==> src/rtl/cpu_run_monitor.sv <==
// cpu_run_monitor: counts cycles/fetches/stalls beside the pipeline, detects branch-to-self halt or cycle-budget timeout; `define CPU_RUN_MONITOR_TRACE_EN adds the fetch-PC trace FIFO.
// Outputs registered with 1-cycle latency (trace_pc is a combinational head read); never stalls the pipeline, trace pushes are dropped when full.
module cpu_run_monitor #(
    parameter int PC_WIDTH    = 32,
    parameter int CNT_WIDTH   = 32,
    parameter int TRACE_DEPTH = 16,
    parameter int IDLE_LIMIT  = 8,
    parameter int TIMEOUT     = 300
) (
    input  logic                           clk,
    input  logic                           rst,
    input  logic                           clear,
    input  logic [PC_WIDTH-1:0]            pc_in,
    input  logic                           pc_valid,
    input  logic                           freeze,
    input  logic                           trace_rd,
    output logic [PC_WIDTH-1:0]            trace_pc,
    output logic                           trace_empty,
    output logic [$clog2(TRACE_DEPTH):0]   trace_count,
    output logic                           trace_ovf,
    output logic [CNT_WIDTH-1:0]           cycle_cnt,
    output logic [CNT_WIDTH-1:0]           fetch_cnt,
    output logic [CNT_WIDTH-1:0]           stall_cnt,
    output logic                           running,
    output logic                           done,
    output logic                           timed_out
);

    localparam int RPT_W = $clog2(IDLE_LIMIT + 1);

    localparam logic [1:0] S_IDLE = 2'd0;
    localparam logic [1:0] S_RUN  = 2'd1;
    localparam logic [1:0] S_HALT = 2'd2;
    localparam logic [1:0] S_TOUT = 2'd3;

    localparam logic [CNT_WIDTH-1:0] CNT_MAX   = {CNT_WIDTH{1'b1}};
    localparam logic [CNT_WIDTH-1:0] CNT_ONE   = CNT_WIDTH'(1);
    localparam logic [CNT_WIDTH-1:0] TOUT_LAST = CNT_WIDTH'(TIMEOUT - 1);
    localparam logic [RPT_W-1:0]     RPT_LIM   = RPT_W'(IDLE_LIMIT);
    localparam logic [RPT_W-1:0]     RPT_ONE   = RPT_W'(1);

    logic [1:0]           state_q, state_d;
    logic [CNT_WIDTH-1:0] cycle_q, cycle_d;
    logic [CNT_WIDTH-1:0] fetch_q, fetch_d;
    logic [CNT_WIDTH-1:0] stall_q, stall_d;
    logic [PC_WIDTH-1:0]  last_pc_q, last_pc_d;
    logic [RPT_W-1:0]     rpt_q, rpt_d;
    logic                 running_q, done_q, tout_q;

    logic                 acc;
    logic                 live;
    logic                 same_pc;
    logic [RPT_W-1:0]     rpt_inc;
    logic                 halt_hit;
    logic                 tout_hit;

    function automatic logic [CNT_WIDTH-1:0] sat_inc(input logic [CNT_WIDTH-1:0] v);
        return (v == CNT_MAX) ? v : v + CNT_ONE;
    endfunction

    assign acc      = pc_valid & ~freeze;
    // The IDLE->RUN edge is itself a counted, traced run cycle.
    assign live     = (state_q == S_RUN) | ((state_q == S_IDLE) & acc);
    assign same_pc  = (pc_in == last_pc_q);
    assign rpt_inc  = (rpt_q == RPT_LIM) ? rpt_q : rpt_q + RPT_ONE;
    assign halt_hit = acc & same_pc & (rpt_inc == RPT_LIM);
    assign tout_hit = (TIMEOUT != 0) && (cycle_q == TOUT_LAST);

    always_comb begin
        state_d   = state_q;
        cycle_d   = cycle_q;
        fetch_d   = fetch_q;
        stall_d   = stall_q;
        last_pc_d = last_pc_q;
        rpt_d     = rpt_q;

        if (live) begin
            cycle_d = sat_inc(cycle_q);
            if (acc) begin
                fetch_d   = sat_inc(fetch_q);
                last_pc_d = pc_in;
                rpt_d     = same_pc ? rpt_inc : '0;
            end
            if (pc_valid & freeze) begin
                stall_d = sat_inc(stall_q);
            end
        end

        case (state_q)
            S_IDLE: if (acc) state_d = S_RUN;
            // Halt outranks timeout when both land on the same edge.
            S_RUN: begin
                if (halt_hit) begin
                    state_d = S_HALT;
                end else if (tout_hit) begin
                    state_d = S_TOUT;
                end
            end
            default: state_d = state_q;
        endcase

        if (clear) begin
            state_d   = S_IDLE;
            cycle_d   = '0;
            fetch_d   = '0;
            stall_d   = '0;
            last_pc_d = '0;
            rpt_d     = '0;
        end
    end

    always_ff @(posedge clk or negedge rst) begin
        if (!rst) begin
            state_q   <= S_IDLE;
            cycle_q   <= '0;
            fetch_q   <= '0;
            stall_q   <= '0;
            last_pc_q <= '0;
            rpt_q     <= '0;
            running_q <= 1'b0;
            done_q    <= 1'b0;
            tout_q    <= 1'b0;
        end else begin
            state_q   <= state_d;
            cycle_q   <= cycle_d;
            fetch_q   <= fetch_d;
            stall_q   <= stall_d;
            last_pc_q <= last_pc_d;
            rpt_q     <= rpt_d;
            running_q <= (state_d == S_RUN);
            done_q    <= (state_d == S_HALT);
            tout_q    <= (state_d == S_TOUT);
        end
    end

    assign cycle_cnt = cycle_q;
    assign fetch_cnt = fetch_q;
    assign stall_cnt = stall_q;
    assign running   = running_q;
    assign done      = done_q;
    assign timed_out = tout_q;

`ifdef CPU_RUN_MONITOR_TRACE_EN
    localparam int PTR_W = $clog2(TRACE_DEPTH);
    localparam logic [PTR_W:0]   CNT_FULL = (PTR_W + 1)'(TRACE_DEPTH);
    localparam logic [PTR_W:0]   OCC_ONE  = (PTR_W + 1)'(1);
    localparam logic [PTR_W-1:0] PTR_ONE  = PTR_W'(1);

    logic [PC_WIDTH-1:0] mem_q [TRACE_DEPTH];
    logic [PTR_W-1:0]    wr_ptr_q, rd_ptr_q;
    logic [PTR_W:0]      count_q, count_d;
    logic                ovf_q, ovf_d;
    logic                push_req, push_en, pop_en;
    logic                fifo_empty, fifo_full;

    assign fifo_empty = (count_q == '0);
    assign fifo_full  = (count_q == CNT_FULL);
    assign push_req   = acc & live;
    assign pop_en     = trace_rd & ~fifo_empty;
    // A pop in the same cycle frees the slot, so a full FIFO still accepts the push.
    assign push_en    = push_req & (~fifo_full | pop_en);

    always_comb begin
        count_d = count_q;
        if (push_en & ~pop_en) begin
            count_d = count_q + OCC_ONE;
        end else if (pop_en & ~push_en) begin
            count_d = count_q - OCC_ONE;
        end
        ovf_d = ovf_q | (push_req & fifo_full & ~pop_en);
        if (clear) begin
            count_d = '0;
            ovf_d   = 1'b0;
        end
    end

    always_ff @(posedge clk or negedge rst) begin
        if (!rst) begin
            wr_ptr_q <= '0;
            rd_ptr_q <= '0;
            count_q  <= '0;
            ovf_q    <= 1'b0;
        end else begin
            count_q <= count_d;
            ovf_q   <= ovf_d;
            if (clear) begin
                wr_ptr_q <= '0;
                rd_ptr_q <= '0;
            end else begin
                if (push_en) wr_ptr_q <= wr_ptr_q + PTR_ONE;
                if (pop_en)  rd_ptr_q <= rd_ptr_q + PTR_ONE;
            end
        end
    end

    always_ff @(posedge clk) begin
        if (push_en & ~clear) begin
            mem_q[wr_ptr_q] <= pc_in;
        end
    end

    assign trace_pc    = fifo_empty ? '0 : mem_q[rd_ptr_q];
    assign trace_empty = fifo_empty;
    assign trace_count = count_q;
    assign trace_ovf   = ovf_q;
`else
    logic unused_trace_rd;
    assign unused_trace_rd = trace_rd;

    assign trace_pc    = '0;
    assign trace_empty = 1'b1;
    assign trace_count = '0;
    assign trace_ovf   = 1'b0;
`endif

endmodule

==> config.mk <==
export PLATFORM = sky130hd
export DESIGN_NAME = cpu_run_monitor
export DESIGN_NICKNAME = d
export VERILOG_FILES = /design/src/rtl/cpu_run_monitor.sv
export SDC_FILE = /design/constraint.sdc
export NUM_CORES = 1
export LEC_CHECK = 0
export ABC_AREA = 1
export BUFFER_PORTS_ARGS = -buffer_cell sky130_fd_sc_hd__buf_2
export CORE_ASPECT_RATIO = 0.6
export CORE_MARGIN = 2
export CORE_UTILIZATION = 50
export DETAILED_ROUTE_END_ITERATION = 6
export PLACE_DENSITY = 0.76
export SKIP_CTS_REPAIR_TIMING = 1
export SKIP_LAST_GASP = 1
export SLEW_MARGIN = 20
export SYNTH_ARGS = -nofsm -noshare
export SYNTH_HDL_FRONTEND = slang
export SYNTH_SLANG_ARGS = --single-unit
==> constraint.sdc <==
create_clock -name clk -period 2 [get_ports clk]
set_clock_uncertainty 0.15 [all_clocks]
set_input_delay 0.1 -clock clk [delete_from_list [all_inputs] [get_ports clk]]
set_output_delay 0.1 -clock clk [all_outputs]
set_load 0.02 [all_outputs]
==> summary by stage <==
Status
The run finished, with violations left. The final reports fail on negative setup slack.

Critical path
The kind of start point of the critical path is a flip-flop. At the worst endpoint, the required time is 2.15 ns. The worst setup path is captured at a flip-flop. The critical path is of the reg2reg type.

The worst path arrival time is 2.18 ns. Counting cells, the worst reg-to-reg path comes to 9. Of all nets on the critical path, the largest fanout is 29.

Routing
The detailed-route vias per instance is 5.39. The routed metal-1 wire length is 13.7 mm. The total vias in the final route is 10200. Wire segments on met3 add up to 3.39 mm in the final route. Dividing the detail-routed wire length by the instance count gives 16.1 um. The top layer reached by signal wires is met4. The first routing iteration left 1231 violations. The length of routed met2 wiring is 12.8 mm.

The total wire length after detailed routing is 30.3 mm. The first detailed-routing pass took 5 iterations. The remaining number of nets flagged by the antenna check after routing is 0. The count of unresolved DRC violations after routing is 0.

STA
The total setup violations reported at the end of the flow is 7. The time the worst path needs with I/O delays and setup is 2.03 ns. The number of endpoints with negative hold slack in the final report is 0.

Setup repair after global routing could not meet its margin everywhere. The final number of max-transition violations is 0. Across all setup checks in the final design, the least slack found is -0.0348 ns. The part of the cycle the worst path needs is 1.02. In this run the tightest slew margin relative to its limit is 0.639. The maximum clock frequency is 491 MHz. For the pin with the worst max-slew slack, the measured transition is 0.537 ns.

Global routing
The via count of the first global-routing pass is 8866. The total overflow left after global routing is 0. The global-route wire length before repair is 45.3 mm. The number of antenna violations at the first check in global routing came to 0. In the global route stage, overall resource usage came out at 0.290.

The maximum number of pins on one net before global-route repair is 47.

Die
The initial standard-cell utilization of the core is 0.511. The die extent in x is 180 um. Measured along the y axis, the die boundary spans 109 um. The floorplan step defined a core boundary enclosing 18100 um^2. Row generation in the floorplan step produced 38 rows. The die outline area is 19600 um^2.

For this design the top-level I/O count stands at 176.

Yosys
The synthesized design contains 137 register bits. The distinct cell type count after synthesis is 39. For this run, asynchronously set or reset flops after synthesis account for 1.00. The count of flip-flops with a built-in enable after synthesis is 0. Synthesis produced 1370 cells. Among all flip-flop cells after synthesis, the most frequent one is dfrtp_1.

The commonest cells after synthesis are nand2_1, inv_1, nor2_1. In this run the cell area of the synthesized design comes to 9250 um^2. The sequential-to-total area share from yosys stat is 0.371. During synthesis, Yosys emitted a total of 0 warnings.

The synthesized area divided by synthesized cell count is 6.75 um^2. The most common cell in the synthesized netlist is nand2_1. Of the post-synthesis cell area, the dominant cell type holds 0.371. Sorting the synthesized cells by area gives the leading types as dfrtp_1, nand2_1, nand3_1. Summed over all instances, the cell type with the most area after synthesis is dfrtp_1.

Pwr
In this run the power density over the cells is 561 nW/um^2. The total power after layout is 6.71 mW. The analysis attributes to cell leakage a power of 5.84 nW. The peak supply drop is 481 uV.

Finish
The area growth from synthesis to layout is 29.3%. Of the cells placed in the final design, the portion with a size suffix greater than 1 is 0.226. The finished layout holds 1888 standard cells, fillers aside. Once layout is complete, the utilization of the core stands at 0.660. The antenna diode count is 0. At the end of the flow, the number of nets in the layout was 1678.

Place
The routability congestion estimate is 0.985. The total of buffers placed on input and output ports is 135. Counting tap cells, the placed design contains a total of 1797 instances. The total half-perimeter wirelength after legalization and detailed placement is 21.4 mm.

Run
Across the run, the number of max-cap violations was 0.

Clock network
The tree built by TritonCTS fans out to 137 sinks. The cell at the root of the clock tree is clkbuf_16. Clock-pin slew was measured on the worst setup and hold paths at 0.06 ns. The number of clock buffers inserted by TritonCTS is 17. The clock passes through at most 2 buffers. The H-tree generated during clock tree synthesis spans 4 levels. At the later pin of the worst-skew pair, clock insertion delay measures 0.43 ns. The clock tree from TritonCTS is yes.

Worst hold path
The kind of path behind the tightest hold check is in2async.
logic make-up (layout without fill, tap and decap cells):
kind of cell	count (synthesis)	in the layout	share of synthesized area
compound gates	118	118	0.0797
xor+xnor	49	49	0.0464
fa+ha+maj	5	5	0.00676
buf+inv	245	481	0.124
flops	137	137	0.371
other cells	2	39	0.000812
simple gates	814	819	0.372
cell type report:
cell class | count | area (um^2)
repair inverters | 1 | 5.00
well taps | 240 | 300
inverters | 171 | 652
fillers | 1586 | 6160
repair buffers | 277 | 1930
flip-flops and latches | 137 | 3440
clock buffers | 20 | 457
multi-input cells | 1030 | 5060
clock inverters | 12 | 118
routing by layer:
layer  GRT usage  vias to the layer above
met2       0.421                      541
met3      0.0732                       52
li1            -                     4802
met1       0.434                     4783
met4      0.0627                        0
met5           0                        -
layout by cell type, fill, tap and decap left out, drive strengths merged:
cell type,instances
nand3,135
inv,172
or2,3
nand3b,1
a21o,4
clkinv,7
nor3,46
ha,5
o21ai,83
nand4,21
bufinv,1
xor2,38
nor3b,1
buf,241
xnor2,11
a21oi,2
conb,39
nand2,455
a21boi,1
clkbuf,22
clkinvlp,4
dfrtp,137
o22ai,27
dlygate4sd3,34
o31ai,1
nor2,157
power by group:
part	leakage, nW	internal (mW)	total, mW	switching [mW]
Clock	0.270	1.79	3.08	1.29
Sequential	1.89	2.82	2.86	0.0410
Combinational	3.68	0.266	0.770	0.505
sequential cells by signal, summed over array words and instances, names as in the netlist:
| name | count |
|---|---|
| state_q | 2 |
| cycle_cnt | 32 |
| timed_out | 1 |
| stall_cnt | 32 |
| running | 1 |
| done | 1 |
| fetch_cnt | 32 |
| last_pc_q | 32 |
| rpt_q | 4 |
per-stage QoR:
| stage | hold WS (ns) | area [um^2] | setup TNS (ns) | setup WS [ns] |
|---|---|---|---|---|
| after floorplan | -0.346 | 9440 | 0 | 0.00779 |
| after global placement | -0.103 | 10600 | 0 | 0.0349 |
| after detailed placement | -0.105 | 10600 | -0.0286 | -0.0199 |
| after CTS | -0.558 | 11200 | -0.294 | -0.0528 |
| after global routing | 0.0345 | 12000 | -3.14 | -0.124 |
| final | 0.00994 | 12000 | -0.105 | -0.0348 |
worst paths after layout:
kind                          startpoint       endpoint  slack, ns
max                        cycle_cnt[17]  cycle_cnt[12]      -0.03
min                                  rst   last_pc_q[2]       0.01
max reg2reg                cycle_cnt[17]  cycle_cnt[12]      -0.03
min reg2reg                last_pc_q[14]  last_pc_q[14]       0.39
max in group asynchronous            rst   cycle_cnt[0]       1.04
min in group clk                pc_valid  last_pc_q[22]       0.10
worst max-delay path, stage by stage (launching register included):
cell and delay, ns:
dfrtp_1 0.42, nand2_1 0.16, nor2_1 0.24, nand4_1 0.14, nor3_1 0.18, nand2_1 0.13, nand2_4 0.17, inv_6 0.12
nand2_1 0.10, o21ai_0 0.08
Note: power is estimated with default switching activity, not from simulation.
